File: config.mk
export PLATFORM = sky130hd
export DESIGN_NAME = instr_fetch
export DESIGN_NICKNAME = d
export VERILOG_FILES = /design/src/rtl/fetch_pkg.sv /design/src/rtl/fetch_fifo.sv /design/src/rtl/instr_fetch.sv
export SDC_FILE = /design/constraint.sdc
export NUM_CORES = 1
export LEC_CHECK = 0
export ABC_AREA = 1
export CAP_MARGIN = 25
export CELL_PAD_IN_SITES_DETAIL_PLACEMENT = 1
export CELL_PAD_IN_SITES_GLOBAL_PLACEMENT = 1
export CORE_MARGIN = 3
export CORE_UTILIZATION = 44
export DETAILED_ROUTE_END_ITERATION = 10
export HOLD_SLACK_MARGIN = 0.08
export PLACE_DENSITY = 0.95
export SYNTH_ARGS = -nofsm -noshare
export SYNTH_HDL_FRONTEND = slang
export SYNTH_SLANG_ARGS = --single-unit
File: constraint.sdc
create_clock -name i_clk -period 9.5 [get_ports i_clk]
set_input_delay 0.95 -clock i_clk [delete_from_list [all_inputs] [get_ports i_clk]]
set_output_delay 0.95 -clock i_clk [all_outputs]
set_load 0.02 [all_outputs]
File: src/rtl/fetch_pkg.sv
// rtl/fetch_pkg.sv - shared types and constants for the instruction fetch stage
package fetch_pkg;

    typedef struct packed {
        logic [31:0] pc;
        logic [31:0] instr;
    } fetch_entry_t;

    localparam logic [31:0] PC_STEP = 32'd4;

endpackage

File: src/rtl/fetch_fifo.sv
// rtl/fetch_fifo.sv - small synchronous FIFO with flush; head reads as zero when empty
module fetch_fifo
    import fetch_pkg::*;
#(
    parameter int  DEPTH = 2,
    parameter type T     = fetch_entry_t,
    localparam int AW    = (DEPTH > 1) ? $clog2(DEPTH) : 1,
    localparam int CW    = $clog2(DEPTH + 1)
) (
    input  logic          clk,
    input  logic          rst,
    input  logic          flush,
    input  logic          push,
    input  T              data,
    input  logic          pop,
    output T              head,
    output logic [CW-1:0] count
);

    T              mem [DEPTH];
    logic [AW-1:0] rd_ptr;
    logic [AW-1:0] wr_ptr;
    logic          do_pop;

    function automatic logic [AW-1:0] next_ptr(input logic [AW-1:0] p);
        return (p == AW'(DEPTH - 1)) ? '0 : p + AW'(1);
    endfunction

    assign do_pop = pop && (count != '0);
    assign head   = (count != '0) ? mem[rd_ptr] : '0;

    always_ff @(posedge clk) begin
        if (rst || flush) begin
            rd_ptr <= '0;
            wr_ptr <= '0;
            count  <= '0;
        end else begin
            if (push) begin
                wr_ptr <= next_ptr(wr_ptr);
            end
            if (do_pop) begin
                rd_ptr <= next_ptr(rd_ptr);
            end
            case ({push, do_pop})
                2'b10:   count <= count + CW'(1);
                2'b01:   count <= count - CW'(1);
                default: count <= count;
            endcase
        end
    end

    // Writing the slot being popped is safe: the head is read before the edge.
    always_ff @(posedge clk) begin
        if (push && !flush) begin
            mem[wr_ptr] <= data;
        end
    end

endmodule

File: src/rtl/instr_fetch.sv
// rtl/instr_fetch.sv - RISC-V fetch stage; FETCH_MISALIGN_CHECK_EN enables misaligned-redirect fault
module instr_fetch
    import fetch_pkg::*;
#(
    parameter logic [31:0] RESET_PC   = 32'h0000_0000,
    parameter int          FIFO_DEPTH = 2
) (
    input  logic        i_clk,
    input  logic        i_rst,
    output logic        o_imem_req_valid,
    input  logic        i_imem_req_ready,
    output logic [31:0] o_imem_addr,
    input  logic        i_imem_rsp_valid,
    input  logic [31:0] i_imem_rsp_data,
    input  logic        i_redirect_valid,
    input  logic [31:0] i_redirect_pc,
    output logic        o_instr_valid,
    input  logic        i_instr_ready,
    output logic [31:0] o_instr,
    output logic [6:0]  o_opcode,
    output logic [31:0] o_pc
`ifdef FETCH_MISALIGN_CHECK_EN
    ,
    output logic        o_fetch_fault
`endif
);

    localparam int CW = $clog2(FIFO_DEPTH + 1);

    logic [31:0]   pc;
    logic [CW-1:0] drop;
    logic [CW-1:0] pend_cnt;
    logic [CW-1:0] cnt;
    logic [CW-1:0] outs;
    logic [CW:0]   used;
    logic          halted;
    logic          req_fire;
    logic          rsp_live;
    logic          buf_pop;
    logic [31:0]   pend_pc;
    fetch_entry_t  buf_in;
    fetch_entry_t  buf_head;

    // Responses return in order, so squashed ones always precede live ones.
    assign outs     = drop + pend_cnt;
    assign used     = {1'b0, cnt} + {1'b0, outs};
    assign req_fire = o_imem_req_valid && i_imem_req_ready;
    assign rsp_live = i_imem_rsp_valid && (drop == '0) && !i_redirect_valid;
    assign buf_pop  = o_instr_valid && i_instr_ready;
    assign buf_in   = '{pc: pend_pc, instr: i_imem_rsp_data};

    assign o_imem_req_valid = !i_rst && !halted && (used < (CW + 1)'(FIFO_DEPTH));
    assign o_imem_addr      = pc;
    assign o_instr_valid    = (cnt != '0);
    assign o_instr          = buf_head.instr;
    assign o_opcode         = buf_head.instr[6:0];
    assign o_pc             = buf_head.pc;

    fetch_fifo #(.DEPTH(FIFO_DEPTH), .T(logic [31:0])) u_pend (
        .clk   (i_clk),
        .rst   (i_rst),
        .flush (i_redirect_valid),
        .push  (req_fire),
        .data  (pc),
        .pop   (rsp_live),
        .head  (pend_pc),
        .count (pend_cnt)
    );

    fetch_fifo #(.DEPTH(FIFO_DEPTH), .T(fetch_entry_t)) u_buf (
        .clk   (i_clk),
        .rst   (i_rst),
        .flush (i_redirect_valid),
        .push  (rsp_live),
        .data  (buf_in),
        .pop   (buf_pop),
        .head  (buf_head),
        .count (cnt)
    );

    // On redirect every request still in flight after this edge becomes a squash.
    always_ff @(posedge i_clk) begin
        if (i_rst) begin
            pc   <= RESET_PC;
            drop <= '0;
        end else if (i_redirect_valid) begin
            pc   <= i_redirect_pc & ~32'h3;
            drop <= outs + CW'(req_fire) - CW'(i_imem_rsp_valid);
        end else begin
            if (req_fire) begin
                pc <= pc + PC_STEP;
            end
            if (i_imem_rsp_valid && (drop != '0)) begin
                drop <= drop - CW'(1);
            end
        end
    end

`ifdef FETCH_MISALIGN_CHECK_EN
    always_ff @(posedge i_clk) begin
        if (i_rst) begin
            halted        <= 1'b0;
            o_fetch_fault <= 1'b0;
        end else if (i_redirect_valid) begin
            halted        <= |i_redirect_pc[1:0];
            o_fetch_fault <= |i_redirect_pc[1:0];
        end
    end
`else
    assign halted = 1'b0;
`endif

endmodule

After elaboration in Yosys (flattened, before gate mapping)
Memories as Yosys holds them, arrays and structs flattened. A register that Yosys moved wholly into a read port is not among the register bits.
Index checks and enable logic that the tools add are counted.
{ "word_totals": {"register_bits": 42, "latchBits": 0, "ramBits": 192, "rom_bits": 0, "inputBits": 70, "out_inout_bits": 105, "word_cells": 72, "n_memories": 2} }
{ "op_classes": {"add_sub_neg": 14, "mul": 0, "div_mod_pow": 0, "n_lt_le_gt_ge": 1, "n_eq_ne": 4, "shifts": 0, "n_mux": 20, "bitwise": 0, "n_reduce_logical": 22} }
{ "mem_list": {"columns": ["memory", "words", "width", "read_ports", "rd_clocked_by_memory_dff", "write_ports", "line_no", "rtl"], "rows": [
  ["u_buf.mem", 2, 64, 1, 1, 1, "fetch_fifo.sv:20", "T mem [DEPTH];"],
  ["u_pend.mem", 2, 32, 1, 1, 1, "fetch_fifo.sv:20", null]
]} }
{ "ops": {"columns": ["cell", "count"], "rows": [
  ["32-bit 2-to-1 mux", 3],
  ["64-bit 2-to-1 mux", 1],
  ["32-bit by 3-bit adder with 32-bit output (second input constant)", 1],
  ["2-bit nonzero test", 7],
  ["1-bit 2-to-1 mux", 12],
  ["1-bit logical AND", 10],
  ["2-bit one-hot mux with 2 select lines", 2],
  ["2-bit by 1-bit subtractor with 2-bit output (second input constant)", 3],
  ["1-bit adder (second input constant)", 4],
  ["2-bit by 1-bit adder with 2-bit output (second input constant)", 2],
  ["2-bit by 1-bit == test with 1-bit output (second input constant)", 2],
  ["2-bit == test (second input constant)", 2],
  ["2-bit 2-to-1 mux", 2],
  ["2-bit by 2-bit adder with 3-bit output", 1],
  ["3-bit by 2-bit less-than comparator with 1-bit output (second input constant)", 1],
  ["2-bit by 1-bit adder with 2-bit output", 1],
  ["2-bit adder", 1],
  ["1-bit zero test", 2],
  ["2-bit zero test", 1],
  ["2-bit OR reduction", 1],
  ["2-bit by 1-bit subtractor with 2-bit output", 1],
  ["1-bit logical OR", 1]
]} }

Longest topological paths before layout
Gate-level depths: netlist of the first run.
{ "depth": {"depth_word": 8, "ltp_mapped": 16, "depth_no_buf": 16} }

By module
A second synthesis of the first run with hierarchy kept.
{ "unflattened": {"cells_unflattened": 1013, "hier_area_um2": 10570.1} }
{ "modules_own_cells": {"columns": ["mod", "instances", "cells_per_inst", "area_each_um2", "seq_area_each_um2"], "rows": [
  ["fetch_fifo at u_buf", 1, 376, 5325.1, 3943.8],
  ["fetch_fifo at u_pend", 1, 206, 2672.6, 2021.9],
  ["instr_fetch", 1, 431, 2572.5, 640.6]
]} }

Worst setup path after synthesis of the first run
OpenSTA, ideal clock, no wires.
{ "synth_timing": {"path_type": "input to register", "startpoint": "input port i_redirect_valid", "endpoint": "memory u_buf.mem[0][0] in the netlist's numbering (enable)", "setup_time_ps": 482, "arrival_time_ps": 4039, "t_required_ps": 9018, "setup_slack_ps": 4979, "cell_stages": 5, "path_buffers": 2, "path_cell_list": "buf_2 inv_1 buf_4 nand3_2 nor2_1"} }
{ "synth_between": {"elab_chain_cells": 5} }
{ "synth_rtl": {"columns": ["item", "line_no", "rtl"], "rows": [
  ["from (decl)", "instr_fetch.sv:15", "input logic i_redirect_valid,"],
  ["1-bit zero test *", "fetch_fifo.sv:54, instr_fetch.sv:48", null],
  ["1-bit logical AND", "instr_fetch.sv:48", "assign rsp_live = i_imem_rsp_valid && (drop == '0) && !i_redirect_valid;"],
  ["1-bit logical AND *", "fetch_fifo.sv:54", "if (push && !flush) begin"],
  ["1-bit 2-to-1 mux *", "fetch_fifo.sv:54", null],
  ["1-bit 2-to-1 mux (not written as such) *", "fetch_fifo.sv:55", "mem[wr_ptr] <= data;"],
  ["to (decl)", "fetch_fifo.sv:20", null]
]} }
Every way passes the cells marked *; elsewhere a longest branch is shown, timed or not.

==> results of run 1 <==
-- power breakdown --
part,internal [mW],leakage [nW],switching [mW]
combinational,0.0837,2.02,0.119
clock,0.480,0.348,0.377
sequential,1.11,2.06,0.0287
-- layout make-up --
type,count,area (um2),area share [%]
clock inverters,14,70.1,0.561
repair buffers,179,1800,14.4
well taps,280,350,2.81
flip-flops and latches,226,6370,51.0
multi-input cells,636,3020,24.2
clock buffers,30,644,5.16
inverters,64,240,1.92
-- layer usage --
metal | global-route usage (%) | vias to the layer above
met3 | 2.89 | 53
met4 | 6.42 | 0
li1 | - | 3554
met1 | 28.8 | 3716
met2 | 38.1 | 234
met5 | 0 | -
-- path summary, 6_finish.rpt --
| check | slack [ns] | to | from | depth (start not counted) |
|---|---|---|---|---|
| worst max-delay path | 5.66 | o_pc[19] | register | 6 |
| worst min-delay path | 0.50 | u_pend.wr_ptr$_SDFFE_PP0P_ | u_pend.wr_ptr$_SDFFE_PP0P_ | 2 |
| worst max register to register | 6.34 | o_imem_addr[13]$_SDFFE_PP0P_ | u_pend.count[0]$_SDFFE_PP0P_ | 13 |
| worst min register to register | 0.50 | u_pend.wr_ptr$_SDFFE_PP0P_ | u_pend.wr_ptr$_SDFFE_PP0P_ | 2 |
-- critical path: cells and delay by family, from the launching register on --
family,cells,cell delay [ns]
AOI/OAI and AO/OA,1,0.08
and+or+nand+nor,1,0.09
DFF,1,0.32
buffers and inverters,4,1.85
-- per-stage QoR --
| stage | cell area (um2) | setup slack [ns] |
|---|---|---|
| floorplan | 9840 | 4.98 |
| global placement | 11700 | 5.97 |
| detailed placement | 11700 | 6.02 |
| CTS | 12500 | 5.56 |
| global route | 12500 | 5.42 |
| finish | 12500 | 5.66 |
-- cell families (layout without fill, tap and decap cells) --
kind of cell | count (synthesis) | count (layout) | synth area share [%]
simple gates | 443 | 443 | 19.2
flops | 226 | 226 | 64.8
compound gates | 167 | 167 | 8.72
buf+inv | 115 | 287 | 4.94
xor+xnor | 14 | 14 | 1.25
fa+ha+maj | 8 | 8 | 1.10
other cells | 1 | 4 | 0.0382
-- cells in the mapped netlist (all sizes together) --
master / number
a21boi: 1
a21oi: 127
a31oi: 6
buf: 18
clkbuf: 33
clkinv: 3
conb: 1
dfxtp: 42
edfxtp: 184
fa: 1
ha: 7
inv: 61
nand2: 346
nand3: 24
nand3b: 1
nand4: 2
nor2: 67
nor3: 1
o21ai: 33
or2: 2
xnor2: 2
xor2: 12
-- registers in the layout, summed over array words and instances, names as in the netlist, named ones only --
register,count
u_pend.rd_ptr,1
u_pend.count,2
o_imem_addr,30
drop,2
u_pend.mem,60
u_buf.mem,124
u_buf.count,2
u_buf.wr_ptr,1
u_buf.rd_ptr,1
u_pend.wr_ptr,1
==> run summary, run 1 <==
outcome -> finished clean
Initial Utilization -> 44.9%
met2 WL post-DR -> 13,500 um
Antenna Violating Nets Remaining -> 0
Seq/Total Area, Yosys -> 64.8%
cell count after synthesis -> 974
achievable frequency -> 260 MHz
cts hold-fix bufs -> 0
FP Rows -> 54
die footprint -> 24,200 um2
ANT cells -> 0
CTS Buf Count -> 24
synth top area cells -> edfxtp_1 (56%), nand2_1 (13%), dfxtp_1 (8.6%)
Total Nets Final -> 1,209
port buffer count -> 168
Total Routed Length -> 27,300 um
worst hold slack -> 0.502 ns
Final Setup Violations -> 0
hold crit path type -> reg2reg
share of cells above drive strength 1 -> 8.44%
initial antenna violation count -> 0
clock sinks -> 226
CP max FO -> 63
DRT Pass-1 Iters -> 5
worst skew pair latency -> 0.52 ns
met3 wire length -> 1190 um
unrepaired setup endpoints after global routing -> false
mean cell area of the mapped netlist -> 10.1 um2
vias in the first global route -> 7,941
most frequent cells in the layout -> nand2_1 (335), edfxtp_1 (184), clkdlybuf4s50_1 (168)
Max Root-Sink Buffers -> 3
Synth Register Bits -> 226
Slew Limit Fails -> 0
cts repair resizes -> 0
Pwr Total -> 2.20 mW
clock-pin slew on the worst setup and hold paths -> 0.06 ns
CP Cell Sequence -> buf_4, inv_2, buf_12, nand2_1, a21oi_1, clkdlybuf4s50_1
H-tree levels -> 1
commonest non-fill, non-tap cell in the layout -> nand2_1
Total GRT Usage -> 21.9%
LEAKAGE -> 4.44 nW
clock root buffer -> clkbuf_16
first-pass GRT wire length -> 42,400 um
Via Count -> 7,557
cell with the largest stage delay on the worst path -> clkdlybuf4s50_1
Critical Path End Type -> output pin
PwrDens -> 176 nW/um2
CTS tree -> done
fill count -> 2,376
setup TNS -> 0 ns
top-area cell type share of the netlist area -> 56.2%
max_slew headroom -> 37.0%
final non-filler cell total -> 1,429
skew final -> 0.0216 ns
num ports -> 175
Critical Path AT -> 2.89 ns
number of placed cells counting well taps -> 1,384
delay of the slowest critical-path stage -> 0.62 ns
global route overflow -> 0
Critical Path Source Type -> register
largest area contributor in the netlist -> edfxtp_1
DIE WIDTH -> 155 um
Worst-Margin Slew -> 0.944 ns
Final Cycle Share -> 40.4%
drt first-iter violations -> 594
met1 WL -> 11,900 um
highest routed layer -> met4
WL per Instance -> 19.1 um
MaxCap Viol Count -> 0
Layout Utilization -> 57.0%
Final Hold Fails -> 0
Required @ worst endpoint -> 8.55 ns
WS Path Type -> reg2out
Post-CTS Setup Bufs -> 0
DIE HEIGHT -> 155 um
Remaining DRCs -> 0
Syn. warnings -> 0
Max VDD drop -> 0.0000945 V
Vias/cell -> 5.29
Yosys cell types -> 33
Syn Std Cell Area -> 9830 um2
placeable core area -> 21,900 um2
P&R area growth vs syn -> 27.1%
post-route minimum period -> 3.84 ns
routability-driven placement congestion ratio -> 0.865
largest net degree at the start of global routing -> 64
Post-DP HPWL -> 18,200 um
Note: power is estimated with default switching activity, not from simulation.
==> run 2: changes to the inputs <==
--- a/config.mk
+++ b/config.mk
@@ -10,10 +10,10 @@
 export CELL_PAD_IN_SITES_DETAIL_PLACEMENT = 1
 export CELL_PAD_IN_SITES_GLOBAL_PLACEMENT = 1
 export CORE_MARGIN = 3
-export CORE_UTILIZATION = 44
+export CORE_UTILIZATION = 41
 export DETAILED_ROUTE_END_ITERATION = 10
 export HOLD_SLACK_MARGIN = 0.08
-export PLACE_DENSITY = 0.95
+export PLACE_DENSITY = 0.91
 export SYNTH_ARGS = -nofsm -noshare
 export SYNTH_HDL_FRONTEND = slang
 export SYNTH_SLANG_ARGS = --single-unit
==> constraint.sdc (replaced) <==
create_clock -name i_clk -period 3.6 [get_ports i_clk]
set_input_delay 0.36 -clock i_clk [delete_from_list [all_inputs] [get_ports i_clk]]
set_output_delay 0.36 -clock i_clk [all_outputs]
set_load 0.02 [all_outputs]
==> run 2 against run 1 <==
Net effect:
- global-route usage decreased by 0.62 points
- via count increased by 0.71%
- clock power grew to 2.8 times the previous value
- sequential share of layout area down 0.33 points
- critical path depth is 1 higher
- clock skew is 0.012 ns lower
- critical path type unchanged
- total power grew to 2.7 times the previous value
- cell count up 2.8%
- count of clock-buffer cells in the layout increased by 8
- design area is 0.64% higher
==> run summary, run 2 (synthesis gave the netlist of run 1 again) <==
Vias/cell -> 5.18 (-2.0%)
Max Root-Sink Buffers -> 3 (unchanged)
Pwr Total -> 5.90 mW (+170%)
MaxCap Viol Count -> 0 (unchanged)
die footprint -> 25,900 um2 (+7.0%)
Critical Path End Type -> output pin
first-pass GRT wire length -> 44,300 um (+4.5%)
PwrDens -> 470 nW/um2 (+170%)
Initial Utilization -> 41.7% (-3.1 points)
Critical Path AT -> 2.69 ns (-0.20 ns)
fill count -> 2,626 (+11%)
Total Routed Length -> 28,000 um (+2.8%)
cts repair resizes -> 0 (unchanged)
clock-pin slew on the worst setup and hold paths -> 0.06 ns (about the same)
port buffer count -> 168 (unchanged)
post-route minimum period -> 3.05 ns
Via Count -> 7,611 (+0.71%)
H-tree levels -> 1 (unchanged)
Post-DP HPWL -> 18,900 um (+3.9%)
vias in the first global route -> 8,239 (+3.8%)
Top reg by flops -> u_buf.mem
skew final -> 0.00951 ns (-0.0121 ns)
DIE WIDTH -> 161 um (+3.5%)
Worst-Margin Slew -> 0.933 ns (-0.0112 ns)
Total Nets Final -> 1,210 (+0.083%)
num ports -> 175 (unchanged)
FP Rows -> 56 (+3.7%)
commonest non-fill, non-tap cell in the layout -> nand2_1
Total GRT Usage -> 21.3% (-0.62 points)
max reg flops -> 124 (unchanged)
CTS tree -> done
number of placed cells counting well taps -> 1,425 (+3.0%)
WL per Instance -> 19.1 um (about the same)
most frequent cells in the layout -> nand2_1 (335), edfxtp_1 (184), clkdlybuf4s50_1 (168)
dpl cell area -> 11,800 um2 (+0.49%)
Max VDD drop -> 0.000291 V (+210%)
CP max FO -> 6 (-90%)
P&R area growth vs syn -> 27.9%
clock root buffer -> clkbuf_16
Remaining DRCs -> 0 (unchanged)
Critical Path Source Type -> register
largest net degree at the start of global routing -> 64 (unchanged)
Post-CTS Setup Bufs -> 0 (unchanged)
worst hold slack -> 0.435 ns (-0.0672 ns)
Final Cycle Share -> 84.9%
worst skew pair latency -> 0.51 ns (about the same)
hold crit path type -> in2reg
Final Hold Fails -> 0 (unchanged)
cts hold-fix bufs -> 0 (unchanged)
final non-filler cell total -> 1,469 (+2.8%)
DIE HEIGHT -> 161 um (+3.5%)
Slew Limit Fails -> 0 (unchanged)
initial antenna violation count -> 0 (unchanged)
LEAKAGE -> 4.46 nW (+0.56%)
ANT cells -> 0 (unchanged)
placeable core area -> 23,500 um2 (+7.5%)
WS Path Type -> reg2out
CTS Buf Count -> 24 (unchanged)
clock sinks -> 226 (unchanged)
drt first-iter violations -> 501 (-16%)
routability-driven placement congestion ratio -> 0.802 (-7.3%)
share of cells above drive strength 1 -> 8.52% (+0.080 points)
DRT Pass-1 Iters -> 4 (-1)
unrepaired setup endpoints after global routing -> false
Antenna Violating Nets Remaining -> 0 (unchanged)
setup TNS -> 0 ns (unchanged)
Final Setup Violations -> 0 (unchanged)
achievable frequency -> 327 MHz
outcome -> finished clean
Final Cell Area -> 12,600 um2 (+0.64%)
Required @ worst endpoint -> 3.24 ns (-5.31 ns)
global route overflow -> 0 (unchanged)
max_slew headroom -> 37.7% (+0.75 points)
## run 2: changes by cell type in the layout (fill, tap and decap cells not counted), sizes merged
| cell | delta |
|---|---|
| clkbuf | +8 |
| clkinv | -6 |
| clkinvlp | -2 |
| buf | +1 |
## run 2: routing by layer
metal	vias up	share of wire, %	track usage [%]	wire length, um
met2	258	50	37.9	14000
met3	51	5.5	3.66	1530
met4	0	2.0	4.77	561
met5	-	0	0	0
met1	3740	43	27.3	11900
li1	3562	-	-	-
## run 2: cell type report
type	instances	area, um2	area share (%)
Tap cell	319	399	3.18
Timing Repair Buffer	180	1770	14.1
Clock inverter	6	30.0	0.239
Inverter	64	240	1.91
Sequential cell	226	6370	50.7
Clock buffer	38	734	5.85
Multi-Input combinational cell	636	3020	24.0
## run 2: path summary, 6_finish.rpt
path,start,end,slack (ns),cells after the start
setup / recovery,u_pend.count[0]$_SDFFE_PP0P_,o_imem_req_valid,0.55,7
hold / removal,i_imem_rsp_data[15],u_buf.mem[0][15]$_DFFE_PP_,0.43,1
setup reg to reg,u_pend.count[0]$_SDFFE_PP0P_,o_imem_addr[17]$_SDFFE_PP0P_,0.67,13
hold reg to reg,u_pend.rd_ptr$_SDFFE_PP0P_,register,0.48,1
## run 2: worst max-delay path: stages (launching register included)
cell and delay, ns:
dfxtp_1 0.43, ha_1 0.21, or2_2 0.12, nand2_1 0.08
fa_1 0.52, nand2_1 0.06, nor2_2 0.14, clkdlybuf4s50_1 0.63
## run 2: stage by stage
stage / worst slack, ns / utilization [%]
after CTS: 0.509 / 53.4
after global placement: 0.767 / 50.1
final: 0.545 / 53.4
after global routing: 0.351 / 53.4
after floorplan: -0.331 / -
after detailed placement: 0.664 / 50.1
## run 2: power by group
group	internal, mW	switching (mW)	total, mW	leakage (nW)
Clock	1.39	0.976	2.37	0.374
Combinational	0.220	0.312	0.533	2.02
Sequential	2.92	0.0780	3.00	2.06
==> run 3: changes to the inputs <==
--- a/config.mk
+++ b/config.mk
@@ -10,10 +10,10 @@
 export CELL_PAD_IN_SITES_DETAIL_PLACEMENT = 1
 export CELL_PAD_IN_SITES_GLOBAL_PLACEMENT = 1
 export CORE_MARGIN = 3
-export CORE_UTILIZATION = 41
+export CORE_UTILIZATION = 37
 export DETAILED_ROUTE_END_ITERATION = 10
 export HOLD_SLACK_MARGIN = 0.08
-export PLACE_DENSITY = 0.91
+export PLACE_DENSITY = 0.88
 export SYNTH_ARGS = -nofsm -noshare
 export SYNTH_HDL_FRONTEND = slang
 export SYNTH_SLANG_ARGS = --single-unit
==> constraint.sdc (replaced) <==
create_clock -name i_clk -period 2.4 [get_ports i_clk]
set_input_delay 0.24 -clock i_clk [delete_from_list [all_inputs] [get_ports i_clk]]
set_output_delay 0.24 -clock i_clk [all_outputs]
set_load 0.02 [all_outputs]
==> run 3 against run 2 <==
Net effect:
- the flow now finishes with violations (setup timing)
- non-clock buffer count increased by 44
- cell count increased by 4.1%
- core utilization decreased by 0.42 points
- combinational power increased by 110%
- sequential power up 50%
- first-iteration DRC count rose by 22%
- clock power grew 57%
- total power up 59%
- register-to-register slack lost 1.0 ns
- critical path type unchanged
- highest routed layer unchanged
==> run summary, run 3 (synthesis gave the netlist of run 1 again) <==
Vias/cell -> 5.34 (+3.0%)
Top reg by flops -> u_buf.mem
clock-pin slew on the worst setup and hold paths -> 0.06 ns (about the same)
Sw Share -> 24.8% (+1.6 points)
CP max FO -> 2 (-4)
achievable frequency -> 359 MHz
dpl cell area -> 12,100 um2 (+2.3%)
Critical Path Source Type -> register
drt first-iter violations -> 609 (+22%)
CTS Buf Count -> 24 (unchanged)
max reg flops -> 124 (unchanged)
Post-DP HPWL -> 19,300 um (+2.0%)
met2 Usage GRT -> 39.2% (+1.3 points)
Register-to-Register Setup Slack -> -0.36 ns (-1.03 ns)
unrepaired setup endpoints after global routing -> true
Via Count -> 8,158 (+7.2%)
PwrDens -> 679 nW/um2 (+44%)
num ports -> 175 (unchanged)
max_slew headroom -> 36.1% (-1.6 points)
r2r startpoint -> u_pend.count[1]$_SDFFE_PP0P_
clock sinks -> 226 (unchanged)
crit path from -> drop[1]$_SDFFE_PP0P_
Total Routed Length -> 34,100 um (+22%)
ANT cells -> 0 (unchanged)
initial antenna violation count -> 0 (unchanged)
H-tree levels -> 1 (unchanged)
post-route minimum period -> 2.79 ns
WS Path Type -> reg2out
hold path startpoint -> i_imem_rsp_data[25]
commonest non-fill, non-tap cell in the layout -> nand2_1
Required @ worst endpoint -> 2.16 ns (-1.08 ns)
Sw Pwr -> 2.32 mW (+70%)
GRT met1 Usage -> 26.8% (-0.44 points)
vias in the first global route -> 8,609 (+4.5%)
Total Nets Final -> 1,254 (+3.6%)
global route overflow -> 0 (unchanged)
CTS tree -> done
Final Cell Area -> 13,800 um2 (+9.8%)
violated checks -> setup timing
final non-filler cell total -> 1,529 (+4.1%)
MaxCap Viol Count -> 0 (unchanged)
P&R area growth vs syn -> 40.4%
first-pass GRT wire length -> 49,700 um (+12%)
Initial Utilization -> 37.7% (-4.0 points)
Max VDD drop -> 0.000431 V (+48%)
setup TNS -> -26.98 ns (-26.98 ns)
met3 Resource Use GR -> 3.22% (-0.44 points)
Slew Limit Fails -> 0 (unchanged)
fin worst setup slack -> -0.388 ns (-0.933 ns)
largest net degree at the start of global routing -> 64 (unchanged)
Final Cycle Share -> 116%
Critical Path End Type -> output pin
hold crit path type -> in2reg
Total GRT Usage -> 22.2% (+0.94 points)
Antenna Violating Nets Remaining -> 0 (unchanged)
outcome -> finished, violations left
worst skew pair latency -> 0.53 ns (+0.02 ns)
combinational fraction of design power -> 12.0% (+3.0 points)
DIE HEIGHT -> 169 um (+5.1%)
number of placed cells counting well taps -> 1,455 (+2.1%)
Remaining DRCs -> 0 (unchanged)
Final Setup Violations -> 95 (+95)
placeable core area -> 26,100 um2 (+11%)
busiest layer in global routing -> met2
sequential power share -> 48.2% (-2.6 points)
WL per Instance -> 22.3 um (+17%)
Worst-Margin Slew -> 0.958 ns (+0.0244 ns)
Final Hold Fails -> 0 (unchanged)
DIE WIDTH -> 169 um (+5.1%)
die footprint -> 28,500 um2 (+10%)
Int Power -> 7.04 mW (+55%)
skew final -> 0.0209 ns (+0.0114 ns)
routability-driven placement congestion ratio -> 0.781 (-2.6%)
LEAKAGE -> 5.79 nW (+30%)
most frequent cells in the layout -> nand2_1 (316), edfxtp_1 (184), a21oi_1 (112)
clock root buffer -> clkbuf_16
clock share of power -> 39.8% (-0.4 points)
Critical Path AT -> 2.55 ns (-0.14 ns)
DRT Pass-1 Iters -> 5 (+1)
Max Root-Sink Buffers -> 3 (unchanged)
cts hold-fix bufs -> 0 (unchanged)
FP Rows -> 59 (+5.4%)
port buffer count -> 168 (unchanged)
share of cells above drive strength 1 -> 17.1% (+8.6 points)
==> run 3: cell types whose count changed in the layout (fill, tap and decap cells not counted), moves of 12 or more <==
cell | before | now
clkdlybuf4s50_1 | 168 | 106
dlymetal6s2s_1 | 0 | 40
dlygate4sd2_1 | 0 | 21
o21ai_0 | 29 | 9
nand2_1 | 335 | 316
buf_12 | 0 | 13
a21oi_1 | 124 | 112
buf_6 | 0 | 12
==> run 3: layout make-up <==
cell class	instances	area (um2)
inverter	64	258
tap	335	419
clock inverter	11	110
sequential	226	6380
timing repair buffer	224	2560
fill	2740	12300
multi-input combinational	636	3400
clock buffer	33	666
==> run 3: worst paths after layout <==
| check | cells past startpoint | end |
|---|---|---|
| worst max-delay path | 10 | o_imem_req_valid |
| worst min-delay path | 1 | u_buf.mem[0][25]$_DFFE_PP_ |
| worst max register to register | 16 | drop[1]$_SDFFE_PP0P_ |
| worst min register to register | 1 | u_buf.rd_ptr$_SDFFE_PP0P_ |
==> run 3: critical path: stages, from the launching register on <==
cell and delay (ns):
dfxtp_4 0.37, xor2_4 0.19, or2_4 0.27, nand2_4 0.07, fa_1 0.47, nand2_2 0.13
nor2_4 0.05, buf_4 0.13, buf_6 0.10, buf_4 0.12, buf_6 0.12
==> run 3: what timing repair did <==
item	CTS	global route
endpoints found under the hold margin	0	0
pin swaps	26	32
cloned	10	2
endpoints found under the setup margin	151	137
setup buffers	17	10
gates resized for setup	122	87
==> run 3: metrics by stage <==
step / power, mW / hold WS [ns] / utilization, % / setup slack [ns]
6_report: 9.36 / 0.310 / 52.9 / -0.388
3_3_place_gp: 5.37 / 0.441 / 46.3 / -0.112
2_1_floorplan: 4.98 / 0.339 / - / -0.387
5_1_grt: 9.61 / 0.296 / 52.9 / -0.486
3_5_place_dp: 5.43 / 0.463 / 46.3 / -0.303
4_1_cts: 9.24 / 0.283 / 52.0 / -0.247
==> run 3: power by group through the flow <==
stage	combinational [mW]	sequential (mW)	clock (mW)
global placement	0.814	4.56	0
detailed placement	0.858	4.58	0
global route	1.20	4.52	3.89
floorplan	0.407	4.57	0
CTS	1.02	4.50	3.73
finish	1.13	4.51	3.73
==> run 3: metal layers <==
metal,vias up,share of wire (%)
li1,3649,-
met1,4018,39
met2,378,50
met3,113,6.5
met4,0,4.5
met5,-,0
==> edit: new RTL, config.mk and constraints of run 3 <==
Add a define of `FETCH_MISALIGN_CHECK_EN`.
--- a/src/rtl/instr_fetch.sv
+++ b/src/rtl/instr_fetch.sv
@@ -1,4 +1,6 @@
 // rtl/instr_fetch.sv - RISC-V fetch stage; FETCH_MISALIGN_CHECK_EN enables misaligned-redirect fault
+`define FETCH_MISALIGN_CHECK_EN
+
 module instr_fetch
     import fetch_pkg::*;
 #(
Check against the original RTL (old outputs only; new: o_fetch_fault): not equivalent (Yosys sat finds a counterexample within 4 cycles, from zero or initial values and one cycle with i_rst high).
==> edit against run 3 <==
- the run still ends with setup timing left
- power down 3.5%
- largest power group unchanged
- clock skew shrank 0.0019 ns
- critical path type is now reg2reg
- hold slack worse by 0.0067 ns
- setup slack better by 0.30 ns
- area after synthesis decreased by 0.56%
- sequential power is essentially flat
- synthesized cell count rose by 0.31%
- routed wire length fell by 16%
- sequential cell count is 1 higher
- final area fell by 4.9%
- cell count fell by 0.92%
==> edit: results (changes against run 3) <==
Setup-failing EPs final = 18 (was 95)
Clock tree buffer depth = 3 (unchanged)
Layout cells sized above 1 = 0.116 (was 0.171)
CP Launch Point = drop[1] (unchanged)
RePlAce Congestion = 0.882 (was 0.781)
Worst path slowest cell = fa_2 (was fa_1)
Leak Pwr = 5.51 nW (was 5.79 nW)
Routed length per instance = 18.9 um (was 22.3 um)
Flip-flop count of the largest register after layout = 124 (unchanged)
Synth cell types = 34 (was 33)
Slew HR = 0.355 (was 0.361)
Metal3 WL = 1.60 mm (was 2.22 mm)
Post-synth EDFFs = 184 (unchanged)
Failing checks = setup timing (unchanged)
Cell Count, Final, Fillers Out = 1515 (was 1529)
Ant diodes = 0 (unchanged)
Hold Crit Start = i_imem_rsp_data[15] (was i_imem_rsp_data[25])
Port bufs = 171 (was 168)
Worst Path Max Fanout = 7 (was 2)
Outcome = finished, violations left (unchanged)
Largest delay share family, worst path = adder cells (was simple AND/OR/NAND/NOR gates)
Largest Register = u_buf.mem (unchanged)
Net Sw Frac = 0.239 (was 0.248)
CP max stage delay = 0.56 ns (was 0.47 ns)
Global Route met1 Usage = 0.261 (was 0.268)
Worst skew pair latency = 0.53 ns (about the same)
Worst EP arrival = 2.88 ns (was 2.55 ns)
Fillcell total = 2780 (was 2740)
Clock share of power = 0.406 (was 0.398)
Commonest cells in the netlist = nand2_1 (344), edfxtp_1 (184), a21oi_1 (128) (was nand2_1 (335), edfxtp_1 (184), a21oi_1 (124))
Pint = 6.87 mW (was 7.04 mW)
Routed length on met1 = 12.6 mm (was 13.3 mm)
Max cap viols = 0 (unchanged)
Met2 GRT Util = 0.326 (was 0.392)
HPWL after detailed placement = 19.2 mm (was 19.3 mm)
Peak supply drop = 0.489 mV (was 0.431 mV)
Number of global-route vias before repair = 8030 (was 8609)
First-pass GRT wire length = 43.6 mm (was 49.7 mm)
Postcts setup bufs = 1 (was 17)
Yosys warns = 0 (unchanged)
Final net count = 1244 (was 1254)
Clk_skew = 0.0190 ns (was 0.0209 ns)
Met3 usage = 0.0259 (was 0.0322)
Comb. pwr = 865 uW (was 1.13 mW)
Pin count of the biggest net entering global routing = 63 (was 64)
Asr flop ratio synth = 0 (unchanged)
DP Worst Slack = -0.234 ns (was -0.303 ns)
Sequential element share of the synthesized area = 0.654 (was 0.648)
Met2 routed wirelength = 13.8 mm (was 17.0 mm)
Synth area leaders = edfxtp_1 (57%), nand2_1 (13%), dfxtp_1 (8.8%) (was edfxtp_1 (56%), nand2_1 (13%), dfxtp_1 (8.6%))
Post-Syn Area per Cell = 10.0 sq um (was 10.1 sq um)
TritonCTS Buffers = 25 (was 24)
All-Layer GR Usage = 0.191 (was 0.222)
Pre-antenna DRT Iters = 5 (unchanged)
DRT iter0 DRCs = 528 (was 609)
Fin Setup TNS = -0.232 ns (was -26.98 ns)
Setup ws final = -0.0918 ns (was -0.388 ns)
DR vias/cell = 5.14 (was 5.34)
Cts repair resizes = 39 (was 122)
-- edit: cell count changes after synthesis, sizes merged, moves of 2 or more --
| cell | before | now |
|---|---|---|
| nand3 | 24 | 27 |
| xor2 | 12 | 8 |
| clkinv | 3 | 0 |
| inv | 61 | 58 |
| o21ai | 33 | 35 |
-- edit: worst paths after layout --
check,to,slack [ns],cells past startpoint
worst max-delay path,u_pend.count[1],-0.09,13
worst min-delay path,u_buf.mem[1][15],0.30,1
worst max register to register,u_pend.count[1],-0.09,13
worst min register to register,u_buf.rd_ptr,0.46,1
-- edit: cell type report --
cell class | count | area share
clock buffers | 33 | 0.0546
inverters | 58 | 0.0166
repair buffers | 210 | 0.171
clock inverters | 13 | 0.00591
well taps | 330 | 0.0315
flip-flops and latches | 227 | 0.487
multi-input cells | 644 | 0.233
-- edit: worst reg2reg max path: stages, from the launching register on --
cell	delay [ns]
dfxtp_2	0.37
inv_2	0.06
nand2_2	0.08
nand2_1	0.05
nand2_1	0.06
nand2_2	0.06
fa_2	0.56
nand4_4	0.11
buf_8	0.17
ha_1	0.33
a21oi_2	0.13
o21ai_1	0.13
o21ai_1	0.18
a21oi_1	0.08
-- edit: cells by family (layout without fill, tap and decap cells) --
group                      count (synthesis)  in the layout  share of synthesized area
xor gates and xnor gates                  11             11                    0.00986
adders and majority gates                  8              8                     0.0110
other                                      1              4                   0.000384
AOI/OAI and AO/OA                        173            173                     0.0903
buffers and inverters                    109            314                     0.0475
and+or+nand+nor                          448            448                      0.187
DFF                                      227            227                      0.654
-- edit: through the flow --
stage	util	instance area (sq um)	hold WS, ns
2_1_floorplan	-	9810	0.339
3_3_place_gp	0.470	12000	0.435
3_5_place_dp	0.470	12000	0.448
4_1_cts	0.503	12800	0.281
5_1_grt	0.514	13100	0.284
6_report	0.514	13100	0.303
